[src/rtl/ec1_pkg.sv]
// Shared encodings for the EC-1 accumulator CPU: opcodes, control-FSM states
// and the A-source select codes used by the control unit and the datapath mux.
package ec1_pkg;

  typedef enum logic [2:0] {
    OpLoad  = 3'b000,
    OpStore = 3'b001,
    OpAdd   = 3'b010,
    OpSub   = 3'b011,
    OpInput = 3'b100,
    OpJz    = 3'b101,
    OpJpos  = 3'b110,
    OpHalt  = 3'b111
  } opcode_e;

  typedef enum logic [3:0] {
    StStart  = 4'd0,
    StFetch  = 4'd1,
    StDecode = 4'd2,
    StLoad   = 4'd3,
    StStore  = 4'd4,
    StAdd    = 4'd5,
    StSub    = 4'd6,
    StInWait = 4'd7,
    StInLoad = 4'd8,
    StInRel  = 4'd9,
    StJz     = 4'd10,
    StJpos   = 4'd11,
    StHalt   = 4'd12
  } state_e;

  localparam logic [1:0] ASEL_ALU  = 2'b00;
  localparam logic [1:0] ASEL_IN   = 2'b01;
  localparam logic [1:0] ASEL_RAM  = 2'b10;
  localparam logic [1:0] ASEL_ZERO = 2'b11;

endpackage

[src/rtl/ec1_control_unit.sv]
// Fetch/decode/execute sequencer for the EC-1 accumulator datapath. Moore
// outputs except PCload in JZ/JPOS, which follows the accumulator flags.
module ec1_control_unit
  import ec1_pkg::*;
(
  input  logic       clk,
  input  logic       clear,
  input  logic [2:0] IR75,
  input  logic       Aeq0,
  input  logic       Apos,
  input  logic       enter,
  output logic       IRload,
  output logic       PCload,
  output logic       JMPmux,
  output logic       Meminst,
  output logic       MemWr,
  output logic [1:0] Asel,
  output logic       Aload,
  output logic       Sub,
  output logic       halt,
  output logic [3:0] state
);

  state_e state_q, state_d;

  always_ff @(posedge clk or negedge clear) begin
    if (!clear) begin
      state_q <= StStart;
    end else begin
      state_q <= state_d;
    end
  end

  always_comb begin
    state_d = StStart;
    case (state_q)
      StStart:  state_d = StFetch;
      StFetch:  state_d = StDecode;
      StDecode: begin
        unique case (opcode_e'(IR75))
          OpLoad:  state_d = StLoad;
          OpStore: state_d = StStore;
          OpAdd:   state_d = StAdd;
          OpSub:   state_d = StSub;
          OpInput: state_d = StInWait;
          OpJz:    state_d = StJz;
          OpJpos:  state_d = StJpos;
          OpHalt:  state_d = StHalt;
          default: state_d = StStart;
        endcase
      end
      StLoad, StStore, StAdd, StSub, StJz, StJpos: state_d = StStart;
      // Level handshake on enter: one A load per press regardless of hold time.
      StInWait: state_d = enter ? StInLoad : StInWait;
      StInLoad: state_d = StInRel;
      StInRel:  state_d = enter ? StInRel : StStart;
      StHalt:   state_d = StHalt;
      default:  state_d = StStart;
    endcase
  end

  always_comb begin
    IRload  = 1'b0;
    PCload  = 1'b0;
    JMPmux  = 1'b0;
    Meminst = 1'b0;
    MemWr   = 1'b0;
    Asel    = ASEL_ALU;
    Aload   = 1'b0;
    Sub     = 1'b0;
    halt    = 1'b0;
    case (state_q)
      StFetch: begin
        IRload = 1'b1;
        PCload = 1'b1;
      end
      // Address switches to IR[4:0] a cycle early so RAM data is settled.
      StDecode: Meminst = 1'b1;
      StLoad: begin
        Meminst = 1'b1;
        Asel    = ASEL_RAM;
        Aload   = 1'b1;
      end
      StStore: begin
        Meminst = 1'b1;
        MemWr   = 1'b1;
      end
      StAdd: begin
        Meminst = 1'b1;
        Aload   = 1'b1;
      end
      StSub: begin
        Meminst = 1'b1;
        Aload   = 1'b1;
        Sub     = 1'b1;
      end
      StInLoad: begin
        Asel  = ASEL_IN;
        Aload = 1'b1;
      end
      StJz: begin
        JMPmux = 1'b1;
        PCload = Aeq0;
      end
      StJpos: begin
        JMPmux = 1'b1;
        PCload = Apos;
      end
      StHalt:  halt = 1'b1;
      default: ;
    endcase
  end

  assign state = state_q;

endmodule
[config.mk]
export PLATFORM = sky130hd
export DESIGN_NAME = ec1_control_unit
export DESIGN_NICKNAME = d
export VERILOG_FILES = /design/src/rtl/ec1_pkg.sv /design/src/rtl/ec1_control_unit.sv
export SDC_FILE = /design/constraint.sdc
export NUM_CORES = 1
export LEC_CHECK = 0
export CORE_AREA = 2 2 39 41
export DETAILED_ROUTE_END_ITERATION = 12
export DIE_AREA = 0 0 41 43
export GPL_ROUTABILITY_DRIVEN = 0
export GPL_TIMING_DRIVEN = 0
export PLACE_DENSITY = 0.67
export SETUP_SLACK_MARGIN = 0.5
export SLEW_MARGIN = 20
export SYNTH_ARGS = -nofsm -noshare
export SYNTH_HDL_FRONTEND = slang
export SYNTH_SLANG_ARGS = --single-unit
export TNS_END_PERCENT = 5
[constraint.sdc]
create_clock -name clk -period 3.86 [get_ports clk]
set_clock_uncertainty 0.05 [all_clocks]
set_input_delay 0.772 -clock clk [delete_from_list [all_inputs] [get_ports clk]]
set_output_delay 0.772 -clock clk [all_outputs]
set_load 0.005 [all_outputs]
==> key figures, run 1 <==
Timing
  – Final hold slack: between 500 and 600 ps
  – Unrepaired setup endpoints after global routing: false
  – Pins over their slew limit: 0
  – Final Setup Violations: 0
  – Least-Margin Pin Slew: ~260 ps
  – Minimum clock period: 2870 ps
  – Max Freq: approximately 350 MHz
  – Relative slew slack: 0.827
  – Fin Setup TNS: 0 ps
  – Final Cycle Share: 0.743
  – Fin. Hold Viols: 0

Yosys
  – Synth Cell Area: about 430 sq um
  – Post-synthesis register bit count: 4
  – Unique cell type count in the Yosys netlist: 32
  – Post-Synthesis Cells: 53
  – Xor/xnor cell area share of the yosys netlist: 0
  – Post-Synthesis Net Count: 63
  – Simple-gate share of the synthesized area: 0.329
  – Ys flop type: dfrtp_1
  – Largest family of logic cells by synthesized area: simple AND/OR/NAND/NOR gates
  – Post-synthesis compound-gate area fraction: 0.211
  – Register area share after synthesis: 0.231
  – Synth warn: 0
  – Post-synthesis mux area share: 0.0838
  – Async set-reset flop share out of synthesis: 1.00
  – Mean Syn Cell Area: ~8.2 sq um
  – Area share of fa/ha/maj cells after synthesis: 0.0578
  – Number of synthesized flops with an enable pin: 0

Worst setup path
  – Setup crit end kind: output port
  – Reg2reg end: state[2]
  – Critical path's largest stage delay: around 500 ps
  – Setup slack, reg-to-reg: about 2500 ps
  – Slowest stage cell, crit path: clkdlybuf4s50_1
  – CP top delay family: buffers and inverters
  – Most frequent CP cell: clkdlybuf4s50_1
  – Critical path required time: around 3000 ps
  – Critical-path cell list: clkdlybuf4s50_1, mux2i_1, o22a_1, nor2_1, clkdlybuf4s50_1
  – R2R depth: 4
  – Bufs and invs on worst path: 2
  – Max FO, Critical Path: 1
  – Crit Path Class: in2out
  – CP arrival: roughly 2000 ps
  – Worst Setup Start Kind: input pin
  – Worst r2r src: state[1]

Floorplanning
  – Core area: approximately 0.0014 sq mm
  – Site Rows: 14
  – Initial Utilization: 0.313
  – Die X: approximately 40 um
  – Chip height: ~43 um
  – Die Area: approximately 0.0018 sq mm
  – Io pins: 22

Routing
  – First DRT Iteration DRCs: 6
  – Vias: about 440
  – Avg WL per Cell: 11.2 um
  – Drt pass-1 iters: 4
  – Final ANT Viol Nets: 0
  – Vias per std cell: approximately 4.8
  – DRC Markers: 0
  – Total Routed Length: approximately 1.0 mm

Cells and area
  – Antenna Cells: 0
  – Nets: 89
  – Largest register FFs: 4
  – Fillcell total: 148
  – Non-Filler Cell Area, Final: between 600 and 700 sq um
  – Reg area: between 100 and 150 sq um
  – Area of the multi-input gates: about 300 sq um
  – Area grow syn2layout: 58.4%
  – Share of post-route cells with drive strength above 1: 0.169
  – Final Non-Filler Cells: 93

Global route
  – GRT Util Overall: 0.131
  – Met2 Track Usage GR: 0.194
  – Initial antenna violation count: 0
  – Most used routing layer: met2
  – Met1 Use GR: 0.172
  – GRT overflow: 0
  – Largest net degree at the start of global routing: 11
  – First-pass GRT wire length: 1.57 mm
  – Vias in the first global route: 369
  – GR Util met3: 0.0471

Worst hold path
  – Hold Crit Class: reg2reg
  – Min-Delay Endpoint: state[2]
  – Hold depth: 2
  – Min-delay src: state[3]

Place
  – Placed cell areas: 663 sq um
  – Placed cells: 90
  – Port Buffers: 21
  – Post-detail-place hpwl: 820 um

Power
  – Switching power: ~0.18 mW
  – Switching portion of total power: 0.379
  – LEAKAGE: slightly below 0.3 nW
  – Power per Cell Area: ~700 mW/mm^2
  – Clock Power Share: 0.105
  – Sequential power share: 0.170
  – Max VDD drop: 0.426 mV
  – Cell internal pwr: roughly 0.3 mW
  – Gate power share: 0.725

Run status
  – Status: finished, final reports clean

Clock tree
  – Clk sink count: 4
  – CTS buffer count: 3
  – Post-CTS setup buffer count: 0
  – CTS Hold Buffers Added: 0
  – Clock buffer depth: 2
  – Clk_lat worst skew: about 230 ps
  – Post_cts resized: 0
  – Worst-path clk slew: around 30 ps
  – Clock root buffer: clkbuf_4
  – TritonCTS clock tree: done
  – H-tree Lvls: 1

Flow run
  – Max_cap viols: 0
-- cell usage after synthesis (all sizes together) (2+ instances only) --
| cell | instances | share of area |
|---|---|---|
| o31a | 2 | 0.040 |
| nand2 | 4 | 0.035 |
| o21ai | 2 | 0.032 |
| mux2 | 2 | 0.061 |
| or3b | 2 | 0.046 |
| nand2b | 3 | 0.061 |
| nor2 | 7 | 0.061 |
| buf | 4 | 0.061 |
| inv | 3 | 0.026 |
| ha | 2 | 0.058 |
| dfrtp | 4 | 0.23 |
| nor3 | 3 | 0.035 |
-- per-layer routing --
metal | part of all wire | up-vias
li1 | - | 239
met1 | 0.48 | 187
met2 | 0.45 | 17
met3 | 0.063 | 0
met4 | 0 | 0
met5 | 0 | -
-- kinds of logic after synthesis --
logic type / Yosys count
simple gates: 25
compound gates: 12
buf+inv: 7
flops: 4
mux: 3
fa+ha+maj: 2
-- tightest hold or removal path: stages (launching register included) --
cell and delay (ps):
dfrtp_1 400, or4_1 150, o21ai_2 50
-- area by class of cell --
| class | instances | area share |
|---|---|---|
| tap | 16 | 0.0292 |
| inverter | 3 | 0.0164 |
| multi-input combinational | 42 | 0.431 |
| clock buffer | 3 | 0.0328 |
| sequential | 4 | 0.146 |
| timing repair buffer | 21 | 0.307 |
| buffer | 4 | 0.0383 |
-- power groups by stage --
stage                     sequential [mW]  combinational (mW)  clock, mW
final                              0.0819               0.349     0.0508
after global routing               0.0861               0.387     0.0576
after CTS                          0.0818               0.353     0.0538
after detailed placement           0.0826               0.352          0
after global placement             0.0813               0.353          0
after floorplan                    0.0805               0.193          0
-- cells in the final DEF, fill, tap and decap left out, types with 2 or more instances in the layout --
cell / n
buf_2: 3
clkdlybuf4s50_1: 21
nor2_1: 7
nand2b_1: 2
clkbuf_4: 3
nand2_1: 4
nor3_1: 3
dfrtp_1: 4
ha_1: 2
inv_1: 3
o31a_1: 2
-- worst max-delay path by stage --
| stage | startpoint | endpoint | cells after the start |
|---|---|---|---|
| after CTS | Apos | PCload | 5 |
| final | Apos | PCload | 5 |
| after floorplan | state[1] | Aload | 4 |
| after detailed placement | Apos | PCload | 5 |
| after global placement | Apos | PCload | 5 |
| after global routing | Apos | PCload | 5 |
-- through the flow --
stage | util | power [mW] | setup WS, ps
2_1_floorplan | - | 0.274 | 1900
3_3_place_gp | 0.479 | 0.434 | 993
3_5_place_dp | 0.479 | 0.434 | 991
4_1_cts | 0.495 | 0.489 | 988
5_1_grt | 0.495 | 0.530 | 924
6_report | 0.495 | 0.482 | 993
(Power assumes the default switching activity.)
==> run 2: changes to the inputs <==
--- a/config.mk
+++ b/config.mk
@@ -10,7 +10,7 @@
 export DIE_AREA = 0 0 41 43
 export GPL_ROUTABILITY_DRIVEN = 0
 export GPL_TIMING_DRIVEN = 0
-export PLACE_DENSITY = 0.67
+export PLACE_DENSITY = 0.7
 export SETUP_SLACK_MARGIN = 0.5
 export SLEW_MARGIN = 20
 export SYNTH_ARGS = -nofsm -noshare
==> constraint.sdc (replaced) <==
create_clock -name clk -period 2.58 [get_ports clk]
set_clock_uncertainty 0.05 [all_clocks]
set_input_delay 0.516 -clock clk [delete_from_list [all_inputs] [get_ports clk]]
set_output_delay 0.516 -clock clk [all_outputs]
set_load 0.005 [all_outputs]
==> key figures, run 2 (synthesis gave the netlist of run 1 again) <==
Run status
  – Status: finished, final reports clean (unchanged)

Worst setup path
  – Worst r2r src: state[0] (was state[1])
  – Worst Setup Start Kind: register (was input pin)
  – Setup crit end kind: output port (unchanged)
  – Setup slack, reg-to-reg: 1240 ps (was 2520 ps)
  – Crit Path Class: reg2out (was in2out)
  – Critical path required time: 2010 ps (was 3040 ps)
  – Reg2reg end: state[2] (unchanged)
  – Max FO, Critical Path: 10 (was 1)
  – R2R depth: 4 (unchanged)
  – CP arrival: 1590 ps (was 2040 ps)

Timing
  – Fin. Hold Viols: 0 (unchanged)
  – Final Setup Violations: 0 (unchanged)
  – Final hold slack: 426 ps (was 584 ps)
  – Final Cycle Share: 0.835
  – Least-Margin Pin Slew: 170 ps (was 260 ps)
  – Fin Setup TNS: 0 ps (unchanged)
  – Unrepaired setup endpoints after global routing: true (was false)
  – Pins over their slew limit: 0 (unchanged)
  – Max Freq: between 400 and 500 MHz
  – Relative slew slack: 0.885 (was 0.827)
  – Minimum clock period: around 2200 ps

Routing
  – DRC Markers: 0 (unchanged)
  – Avg WL per Cell: 11.5 um (was 11.2 um)
  – Drt pass-1 iters: 3 (was 4)
  – Vias per std cell: 5.02 (was 4.76)
  – Vias: 467 (was 443)
  – Total Routed Length: 1.07 mm (was 1.04 mm)
  – First DRT Iteration DRCs: 5 (was 6)
  – Final ANT Viol Nets: 0 (unchanged)

Floorplanning
  – Io pins: 22 (unchanged)
  – Initial Utilization: 0.313 (unchanged)
  – Die X: 41 um (unchanged)
  – Die Area: 0.00176 sq mm (unchanged)
  – Core area: 0.00138 sq mm (unchanged)
  – Site Rows: 14 (unchanged)
  – Chip height: 43 um (unchanged)

Cells and area
  – Area grow syn2layout: 60.4% (was 58.4%)
  – Antenna Cells: 0 (unchanged)
  – Nets: 89 (unchanged)
  – Core Util, Final: 0.502 (was 0.495)
  – Largest register FFs: 4 (unchanged)
  – Most frequent cells in the layout: clkdlybuf4s50_1, nor2_1, clkbuf_4, nand2_1, dlygate4sd2_1 (was clkdlybuf4s50_1, nor2_1, nand2_1, dfrtp_1)
  – Most common cell after layout, fill and taps aside: clkdlybuf4s50_1 (unchanged)
  – Share of post-route cells with drive strength above 1: 0.208 (was 0.169)

Clock tree
  – Worst-path clk slew: 40 ps (was 30 ps)
  – H-tree Lvls: 1 (unchanged)
  – CTS buffer count: 3 (unchanged)
  – Clk sink count: 4 (unchanged)
  – Clock buffer depth: 2 (unchanged)
  – Clock root buffer: clkbuf_4 (unchanged)
  – Clk_lat worst skew: 240 ps (was 230 ps)
  – Post-CTS setup buffer count: 0 (unchanged)
  – TritonCTS clock tree: done (unchanged)

Global route
  – Initial antenna violation count: 0 (unchanged)
  – Largest net degree at the start of global routing: 11 (unchanged)
  – GRT overflow: 0 (unchanged)
  – GRT Util Overall: 0.153 (was 0.131)
  – Vias in the first global route: 425 (was 369)
  – First-pass GRT wire length: 1.79 mm (was 1.57 mm)

Worst hold path
  – Hold Crit Class: in2async (was reg2reg)

Flow run
  – Max_cap viols: 0 (unchanged)

Place
  – Port Buffers: 21 (unchanged)
  – Post-detail-place hpwl: 829 um (was 820 um)

Power
  – Max VDD drop: 0.465 mV (was 0.426 mV)
  – Power per Cell Area: 1040 mW/mm^2 (was 703 mW/mm^2)
  – LEAKAGE: 0.327 nW (was 0.296 nW)
==> run 2: changes by cell type in the layout (fill, tap and decap cells not counted), moves of 2 or more <==
| cell | delta |
|---|---|
| buf_2 | -3 |
| buf_4 | +2 |
| clkdlybuf4s50_1 | -6 |
| dlygate4sd2_1 | +4 |
==> run 2: worst max-delay path, cell delays in order, from the launching register on <==
cell and delay (ps):
dfrtp_2 450, buf_4 190, nor3_1 180, clkdlybuf4s50_1 520
==> run 2: how the worst max path moves through the flow <==
stage / from / end / slack, ps / depth (start not counted)
6_report: state[2] / Asel[1] / 420 / 3
5_1_grt: state[2] / Asel[1] / 350 / 3
4_1_cts: state[1] / Aload / 350 / 5
3_5_place_dp: Apos / PCload / 230 / 5
3_3_place_gp: Apos / PCload / 230 / 5
2_1_floorplan: state[1] / Aload / 880 / 4
==> run 2: power breakdown <==
part / leakage [nW] / total (mW) / internal (mW) / switching (mW)
logic: 0.263 / 0.511 / 0.287 / 0.224
clock network: 0.0138 / 0.0810 / 0.0523 / 0.0288
registers: 0.0498 / 0.127 / 0.0928 / 0.0342
==> run 2: what timing repair did <==
action,in CTS,in global routing
hold buffers,0,0
resized for setup,8,5
setup endpoints to repair,9,9
==> run 2: through the flow <==
stage,instances,cell area [sq um],worst slack (ps),power (mW)
final,93,694,425,0.719
after floorplan,53,433,879,0.409
after CTS,93,686,352,0.719
after global placement,90,663,226,0.650
after detailed placement,90,663,226,0.653
after global routing,93,694,350,0.782
==> run 2: cell type report <==
type	instances	area (sq um)
clock buffers	3	22.5
multi-input cells	42	303
plain buffers	4	33.8
repair buffers	21	203
fillers	148	689
well taps	16	20.0
inverters	3	11.3
flip-flops and latches	4	101
==> run 2: metal layers <==
layer  routed length [um]  track usage  share of wire  vias up
met1                  500        0.208           0.47      204
li1                     -            -              -      246
met4                   36        0.120          0.034        0
met3                   34       0.0314          0.032        4
met2                  495        0.200           0.46       13
met5                    0            0              0        -
